**src/rtl/acoustic_path_sim.sv**
```systemverilog
// acoustic_path_sim: multi-tap delayed/scaled ambient path summed with speaker into a saturated feedback-mic sample
module acoustic_path_sim #(
  parameter int WIDTH = 16,
  parameter int DEPTH = 256,
  parameter int NUM_TAPS = 2,
  parameter int SCALE_W = 8,
  parameter int SHIFT = 8,
  localparam int ADDR_W = $clog2(DEPTH)
) (
  input  logic                         clk_in,
  input  logic                         reset_in,
  input  logic                         ready_in,
  input  logic signed [WIDTH-1:0]      ambient_sample_in,
  input  logic signed [WIDTH-1:0]      speaker_output_in,
  input  logic [NUM_TAPS*ADDR_W-1:0]   tap_delay_in,
  input  logic [NUM_TAPS*SCALE_W-1:0]  tap_scale_in,
  output logic signed [WIDTH-1:0]      feedback_sample_out,
  output logic                         done_out,
  output logic                         busy_out,
  output logic                         overrun_out
);
  localparam int AW = WIDTH + SCALE_W + $clog2(NUM_TAPS) + 2;
  localparam int PW = WIDTH + SCALE_W + 1;
  localparam int KW = NUM_TAPS > 1 ? $clog2(NUM_TAPS) : 1;
  typedef enum logic [1:0] {IDLE, ACC, OUT} state_t;
  state_t                       state_q;
  logic signed [WIDTH-1:0]      mem_q [DEPTH];
  logic [ADDR_W-1:0]            wr_ptr_q;
  logic [ADDR_W:0]              fill_q;
  logic [KW-1:0]                k_q;
  logic signed [AW-1:0]         acc_q;
  logic signed [WIDTH-1:0]      spk_q, fb_q;
  logic [NUM_TAPS*ADDR_W-1:0]   dly_q;
  logic [NUM_TAPS*SCALE_W-1:0]  scl_q;
  logic                         done_q, ovr_q;
  logic [ADDR_W-1:0]            d_k, idx;
  logic [SCALE_W-1:0]           s_k;
  logic signed [PW-1:0]         prod, prod_sh;
  logic signed [AW-1:0]         contrib, sum;
  logic [WIDTH-1:0]             sat;
  logic                         fits;
  assign d_k     = dly_q[int'(k_q)*ADDR_W +: ADDR_W];
  assign s_k     = scl_q[int'(k_q)*SCALE_W +: SCALE_W];
  assign idx     = wr_ptr_q - d_k;
  assign prod    = mem_q[idx] * $signed({1'b0, s_k});
  assign prod_sh = prod >>> SHIFT;
  // taps reaching past the written history read as silence
  assign contrib = ({1'b0, d_k} <= fill_q) ? {{(AW-PW){prod_sh[PW-1]}}, prod_sh} : '0;
  assign sum     = acc_q + {{(AW-WIDTH){spk_q[WIDTH-1]}}, spk_q};
  assign fits    = (&sum[AW-1:WIDTH-1]) | ~(|sum[AW-1:WIDTH-1]);
  assign sat     = fits ? sum[WIDTH-1:0] : {sum[AW-1], {(WIDTH-1){~sum[AW-1]}}};
  assign feedback_sample_out = fb_q;
  assign done_out    = done_q;
  assign busy_out    = state_q != IDLE;
  assign overrun_out = ovr_q;
  // delay line write on acceptance; contents survive reset
  always_ff @(posedge clk_in)
    if (!reset_in && state_q == IDLE && ready_in) mem_q[wr_ptr_q] <= ambient_sample_in;
  // sample sequencing: latch config, accumulate one tap per cycle, saturate and publish
  always_ff @(posedge clk_in or posedge reset_in)
    if (reset_in) begin
      state_q  <= IDLE;
      wr_ptr_q <= '0;
      fill_q   <= '0;
      k_q      <= '0;
      acc_q    <= '0;
      spk_q    <= '0;
      dly_q    <= '0;
      scl_q    <= '0;
      fb_q     <= '0;
      done_q   <= 1'b0;
      ovr_q    <= 1'b0;
    end else begin
      done_q <= 1'b0;
      if (ready_in && state_q != IDLE) ovr_q <= 1'b1;
      case (state_q)
        IDLE: if (ready_in) begin
          spk_q   <= speaker_output_in;
          dly_q   <= tap_delay_in;
          scl_q   <= tap_scale_in;
          acc_q   <= '0;
          k_q     <= '0;
          state_q <= ACC;
        end
        ACC: begin
          acc_q <= acc_q + contrib;
          k_q   <= k_q + 1'b1;
          if (k_q == KW'(NUM_TAPS - 1)) state_q <= OUT;
        end
        OUT: begin
          fb_q     <= sat;
          done_q   <= 1'b1;
          wr_ptr_q <= wr_ptr_q + 1'b1;
          fill_q   <= fill_q == (ADDR_W+1)'(DEPTH) ? fill_q : fill_q + 1'b1;
          state_q  <= IDLE;
        end
        default: state_q <= IDLE;
      endcase
    end
endmodule

```
**config.mk**
```make
export PLATFORM = sky130hd
export DESIGN_NAME = acoustic_path_sim
export DESIGN_NICKNAME = d
export VERILOG_FILES = /design/src/rtl/acoustic_path_sim.sv
export SDC_FILE = /design/constraint.sdc
export NUM_CORES = 2
export LEC_CHECK = 0
export ABC_CLOCK_PERIOD_IN_PS = 20400
export BUFFER_PORTS_ARGS = -buffer_cell sky130_fd_sc_hd__buf_2
export CAP_MARGIN = 20
export CELL_PAD_IN_SITES_DETAIL_PLACEMENT = 0
export CELL_PAD_IN_SITES_GLOBAL_PLACEMENT = 2
export CORE_MARGIN = 3
export CORE_UTILIZATION = 55
export CTS_CLUSTER_DIAMETER = 50
export DETAILED_ROUTE_END_ITERATION = 10
export GPL_ROUTABILITY_DRIVEN = 1
export HOLD_SLACK_MARGIN = 0.06
export PLACE_DENSITY_LB_ADDON = 0.1
export SETUP_SLACK_MARGIN = 0.05
export SYNTH_ARGS = -nofsm -noshare
export SYNTH_HDL_FRONTEND = slang
export SYNTH_SLANG_ARGS = --single-unit
```
**constraint.sdc**
```tcl
create_clock -name clk_in -period 20.4 [get_ports clk_in]
set_input_delay 2.04 -clock clk_in [delete_from_list [all_inputs] [get_ports clk_in]]
set_output_delay 2.04 -clock clk_in [all_outputs]
set_load 0.02 [all_outputs]
```
# == Word-level counts from Yosys, hierarchy flattened ==
# Memory sizes are Yosys's and may differ from the RTL's.
# Cells that the tools add are included.
# totals
register_bits,113
ram_bits,4096
inputBits,67
out_inout_bits,19
word_cells,56
n_memories,1
# op_classes
n_addsub,6
multipliers,1
n_lt_le_gt_ge,1
eq_ne,5
n_shift,2
n_mux,12
n_bitwise,4
reduce_logical,13
# mem_list
memory,depth,width,rd,rd_clocked_by_memory_dff,wr,line,text
mem_q,256,16,1,0,1,27,logic signed [WIDTH-1:0] mem_q [DEPTH];
# ops
operator,count
$add A27 B27 Y27,2
$mux W27,2
$pmux W27 S2,1
$shiftx A16 B5 Y8,2
$mul A16 B9 Y25,1
$mux W16,1
$reduce_and A12 Y1,1
$reduce_or A12 Y1,1
$add A9 B1 Y9 const B,1
$eq A9 B9 Y1 const B,1
$le A8 B9 Y1,1
$add A8 B1 Y8 const B,1
$reduce_and A2 Y1,4
$sub A8 B8 Y8,1
$mux W1,4
$mux W2,2
$ne A2 B2 Y1 const B,2
$pmux W2 S2,1
$reduce_bool A2 Y1,2
$logic_and A1 B1 Y1,3
$not A1 Y1,3
$eq A2 B1 Y1 const B,1
$eq A2 B2 Y1 const B,1
$logic_not A2 Y1,1
other kinds (4),4

# == Longest topological paths before layout ==
# An unclocked memory read counts as a cell.
# logic_depth
word_depth,7
ltp_mapped,55
mapped_depth_nobuf,48

# == Worst setup path before layout ==
# No wires, ideal clock.
# synth_timing
kind,register -> register
start,register k_q
end,register acc_q[26]
setup_ps,87
arrival_ps,11089
required_time_ps,20313
path_slack_ps,9225
stages_incl_launch_ff,50
n_path_buf,9
period_less_slack_ps,11175
path_cell_list,dfrtp_1 -> clkbuf_1 -> clkbuf_1 -> mux2i_1 -> inv_1 -> ha_1 -> fa_1 -> buf_4 -> buf_6 -> buf_2 -> buf_2 -> clkbuf_1 -> clkbuf_1 -> clkbuf_1 -> mux4_2 -> mux4_2 -> mux2i_1 -> a211oi_1 -> [14 not listed] -> xnor2_1 -> nor2_1 -> ha_1 -> inv_1 -> fa_1 -> nor2b_1 -> o21ai_0 -> a21boi_0 -> o21ai_0 -> a21boi_0 -> o21ai_0 -> a21oi_1 -> o211a_1 -> nor3_1 -> o41ai_2 -> a21o_1 -> or4b_1 -> o211ai_1
# synth_between
elab_chain_len,7
word_cells_on_any_way,9
cone_classes,add/sub (2); mul (1); order compare (1); shift (2); mux (2); memory (1)
# synth_lines
item,line,text
start: declaration,30,logic [KW-1:0] k_q;
start signal: assignment,87,k_q <= k_q + 1'b1;
$shiftx A16 B5 Y8,42,assign d_k = dly_q[int'(k_q)*ADDR_W +: ADDR_W];
$sub A8 B8 Y8,44,assign idx = wr_ptr_q - d_k;
$mem_v2 Z256 W16,n/a,
$mul A16 B9 Y25,45,"assign prod = mem_q[idx] * $signed({1'b0, s_k});"
$mux W27 *,48,"assign contrib = ({1'b0, d_k} <= fill_q) ? {{(AW-PW){prod_sh[PW-1]}}, prod_sh} : '0;"
$add A27 B27 Y27 *,86,acc_q <= acc_q + contrib;
$pmux W27 S2 *,76,case (state_q)
end signal: assignment,86,
end: declaration,31,logic signed [AW-1:0] acc_q;
# Every way passes the cells marked *; elsewhere a longest branch is shown, timed or not.
# A chain may end at the register's enable or synchronous reset.

# == Worst setup path after layout ==
# layout_timing
start,register k_q
end,register acc_q[22]
# Same word-level chain as after synthesis.

==> impl_results.md <==
- Status: complete, no violations
- Via total after detailed routing: 83.90k
- Synth unique cells: 89
- Longest Clk Path Bufs: 4
- #FFs+latches synth: 4209
- Placed cells: 12.20k
- Largest net degree at the start of global routing: 179
- CTS-repair resized insts: 0
- Most used DFF post-synth: edfxtp_1
- Most frequent cells in the layout: 4096 x edfxtp_1, 1245 x mux4_2, 553 x nand2_1, 461 x clkbuf_16, 361 x buf_4
- Post-CTS setup buffers: 0
- Layout filler cell count: 21.03k
- Synth Cell Area: 0.1696 sq mm
- Die Span Y: 561.2 um
- Synth warn: 0
- Post-Syn Nets: 8330
- Final HPWL DP: 253.7 mm
- Clk pin slew, worst setup/hold paths: 0.06 ns
- CP max stage cell: fa_4
- First DRT Iteration DRCs: 10.85k
- Initial Util: 0.5535
- Final TNS setup: 0 ns
- Fraction of registers with async set/reset: 0.02685
- Vias/cell: 6.428
- Fraction of layout cells with a size suffix above 1: 0.2792
- CP Depth: 40
- Slew HR: 0.1412
- H-tree levels: 5
- Tot GR Track Use: 0.2851
- Worst EP required: 21.19 ns
- Setup WS pre-CTS: 6.307 ns
- First-pass GRT wire length: 640.5 mm
- Hold Vio Cnt, Final: 0
- Root Buffer: clkbuf_16
- Placed inst area: 0.1767 sq mm
- Final wirelength: 445.0 mm
- Total CTS buffers: 454
- Total gr overflow: 0
- Vias in the first global route: 84.92k
- WP data arrival: 15.13 ns
- Cts hold-fix bufs: 0
- Wire length per cell: 34.10 um
- Top delay family on crit path: adder cells
- Core Area: 0.3063 sq mm
- Placer Congestion: 0.8386
- Kind of critical path: flop to flop
- Cells after Synth: 8046
- Area Overhead vs Synth: 13.12%
- Worst Reg-to-Reg Cells: 40
- Layout net count: 8840
- Max_cap viols: 0
- Final period utilization: 0.7029
- Final Max Tran Viols: 0
- Clock sinks: 4209
- Area of the multi-input gates: 0.04125 sq mm
- Worst Tran Pin Value: 1.252 ns
- Io pins: 86
- I/O Buffers: 85
- Crit Path Max Fanout: 47
- Antenna violations before repair: 16
- Max incr delay on CP: 1.17 ns
- F_max: 69.73 MHz
- Critical Path End Type: flop
- Worst hold stages: 1
- CP bufs+invs: 8
- Worst hold path type: flop to flop
- Critical path startpoint category: flop
- Residual DRC count: 0
- CTS tree: done
- Syn_area_per_cell: 21.07 sq um
- Final non-filler cell total: 13.05k
- Clock Skews: 0.1061 ns
- Die W: 561.2 um
- Number of core rows: 203
- Antenna-violating nets left: 0
- Commonest non-fill, non-tap cell in the layout: edfxtp_1
- RSZ-0062 raised after global routing: no
- Post-synthesis sequential area ratio: 0.7421
- Post-synth EDFFs: 4096
- Seq. cell area: 0.1258 sq mm
- Fin worst setup slack: 6.060 ns
- Endpoints failing setup: 0
- Drt first pass iters: 6
- Worst skew pair latency: 0.99 ns
- Finished Cell Area: 0.1918 sq mm
- Die footprint: 0.3150 sq mm
- Final min period: 14.34 ns
## worst register-to-register path, delay by kind of cell, from the launching register on
| family | cells | cell delay (ns) |
|---|---|---|
| AOI/OAI and AO/OA | 11 | 3.13 |
| adders and majority gates | 7 | 3.79 |
| buffers and inverters | 8 | 2.83 |
| DFF | 1 | 0.36 |
| muxes | 5 | 2.13 |
| and+or+nand+nor | 9 | 1.90 |
## metal layers
layer | wire [um] | global-route usage
met5 | 34 | 0
met4 | 12890 | 0.07794
met3 | 40550 | 0.05177
met2 | 210500 | 0.4405
met1 | 181000 | 0.4265
## area by class of cell
class | instances | area share
multi-input combinational | 3218 | 0.2151
inverter | 199 | 0.003908
antenna | 6 | 0.00007828
sequential | 4209 | 0.6560
timing repair buffer | 474 | 0.01996
clock buffer | 539 | 0.06187
clock inverter | 307 | 0.01631
tap | 4100 | 0.02675
## cell usage after synthesis (41+ instances only)
| library cell | count | share of area |
|---|---|---|
| ha_1 | 113 | 0.0083 |
| o21ai_0 | 56 | 0.0017 |
| nand2_1 | 567 | 0.013 |
| clkbuf_1 | 230 | 0.0051 |
| mux2i_1 | 71 | 0.0042 |
| edfxtp_1 | 4096 | 0.73 |
| inv_1 | 198 | 0.0044 |
| and2_1 | 70 | 0.0026 |
| nand4_1 | 50 | 0.0018 |
| dfrtp_1 | 113 | 0.017 |
| xnor2_1 | 45 | 0.0023 |
| nand3_1 | 88 | 0.0026 |
| mux4_2 | 1245 | 0.17 |
| fa_1 | 104 | 0.012 |
| a21oi_1 | 65 | 0.0019 |
| nor2_1 | 351 | 0.0078 |
| and3_1 | 41 | 0.0015 |
| buf_2 | 145 | 0.0043 |
## through the flow
stage / utilization / hold slack [ns]
CTS: 0.6259 / 0.4755
finish: 0.6261 / 0.4738
detailed placement: 0.5770 / 0.4583
global route: 0.6261 / 0.4959
floorplan: - / 0.4401
global placement: 0.5768 / 0.4371
## path summary, 6_finish.rpt
path / startpoint / slack [ns] / end
min reg2reg: overrun_out$_DFFE_PP0P_ / 0.47 / overrun_out$_DFFE_PP0P_
min: overrun_out$_DFFE_PP0P_ / 0.47 / overrun_out$_DFFE_PP0P_
max: k_q$_DFFE_PP0P_ / 6.06 / acc_q[22]$_DFFE_PP0P_
min in group asynchronous: reset_in / 1.26 / wr_ptr_q[4]$_DFFE_PP0P_
max in group asynchronous: reset_in / 17.76 / acc_q[17]$_DFFE_PP0P_
max reg2reg: k_q$_DFFE_PP0P_ / 6.06 / acc_q[22]$_DFFE_PP0P_
## flip-flops by register name, indices dropped and copies added (netlist names), 8 cells and up
name                 cells
mem_q                 4096
acc_q                   27
dly_q                   16
feedback_sample_out     16
scl_q                   16
spk_q                   16
fill_q                   9
wr_ptr_q                 8
## cell families after synthesis
group                    count (synthesis)  share of synthesized area
multiplexers                          1336                     0.1715
XOR/XNOR                                68                   0.003734
AO/OA/AOI/OAI                          323                    0.01299
AND/OR/NAND/NOR                       1274                    0.03307
flip-flops                            4209                     0.7421
adder cells (fa/ha/maj)                217                    0.02062
buffers and inverters                  619                    0.01596
Power is left out: the tool's default activity adds up to more than one toggle a clock period on the data nets, which glitch-free logic cannot reach.
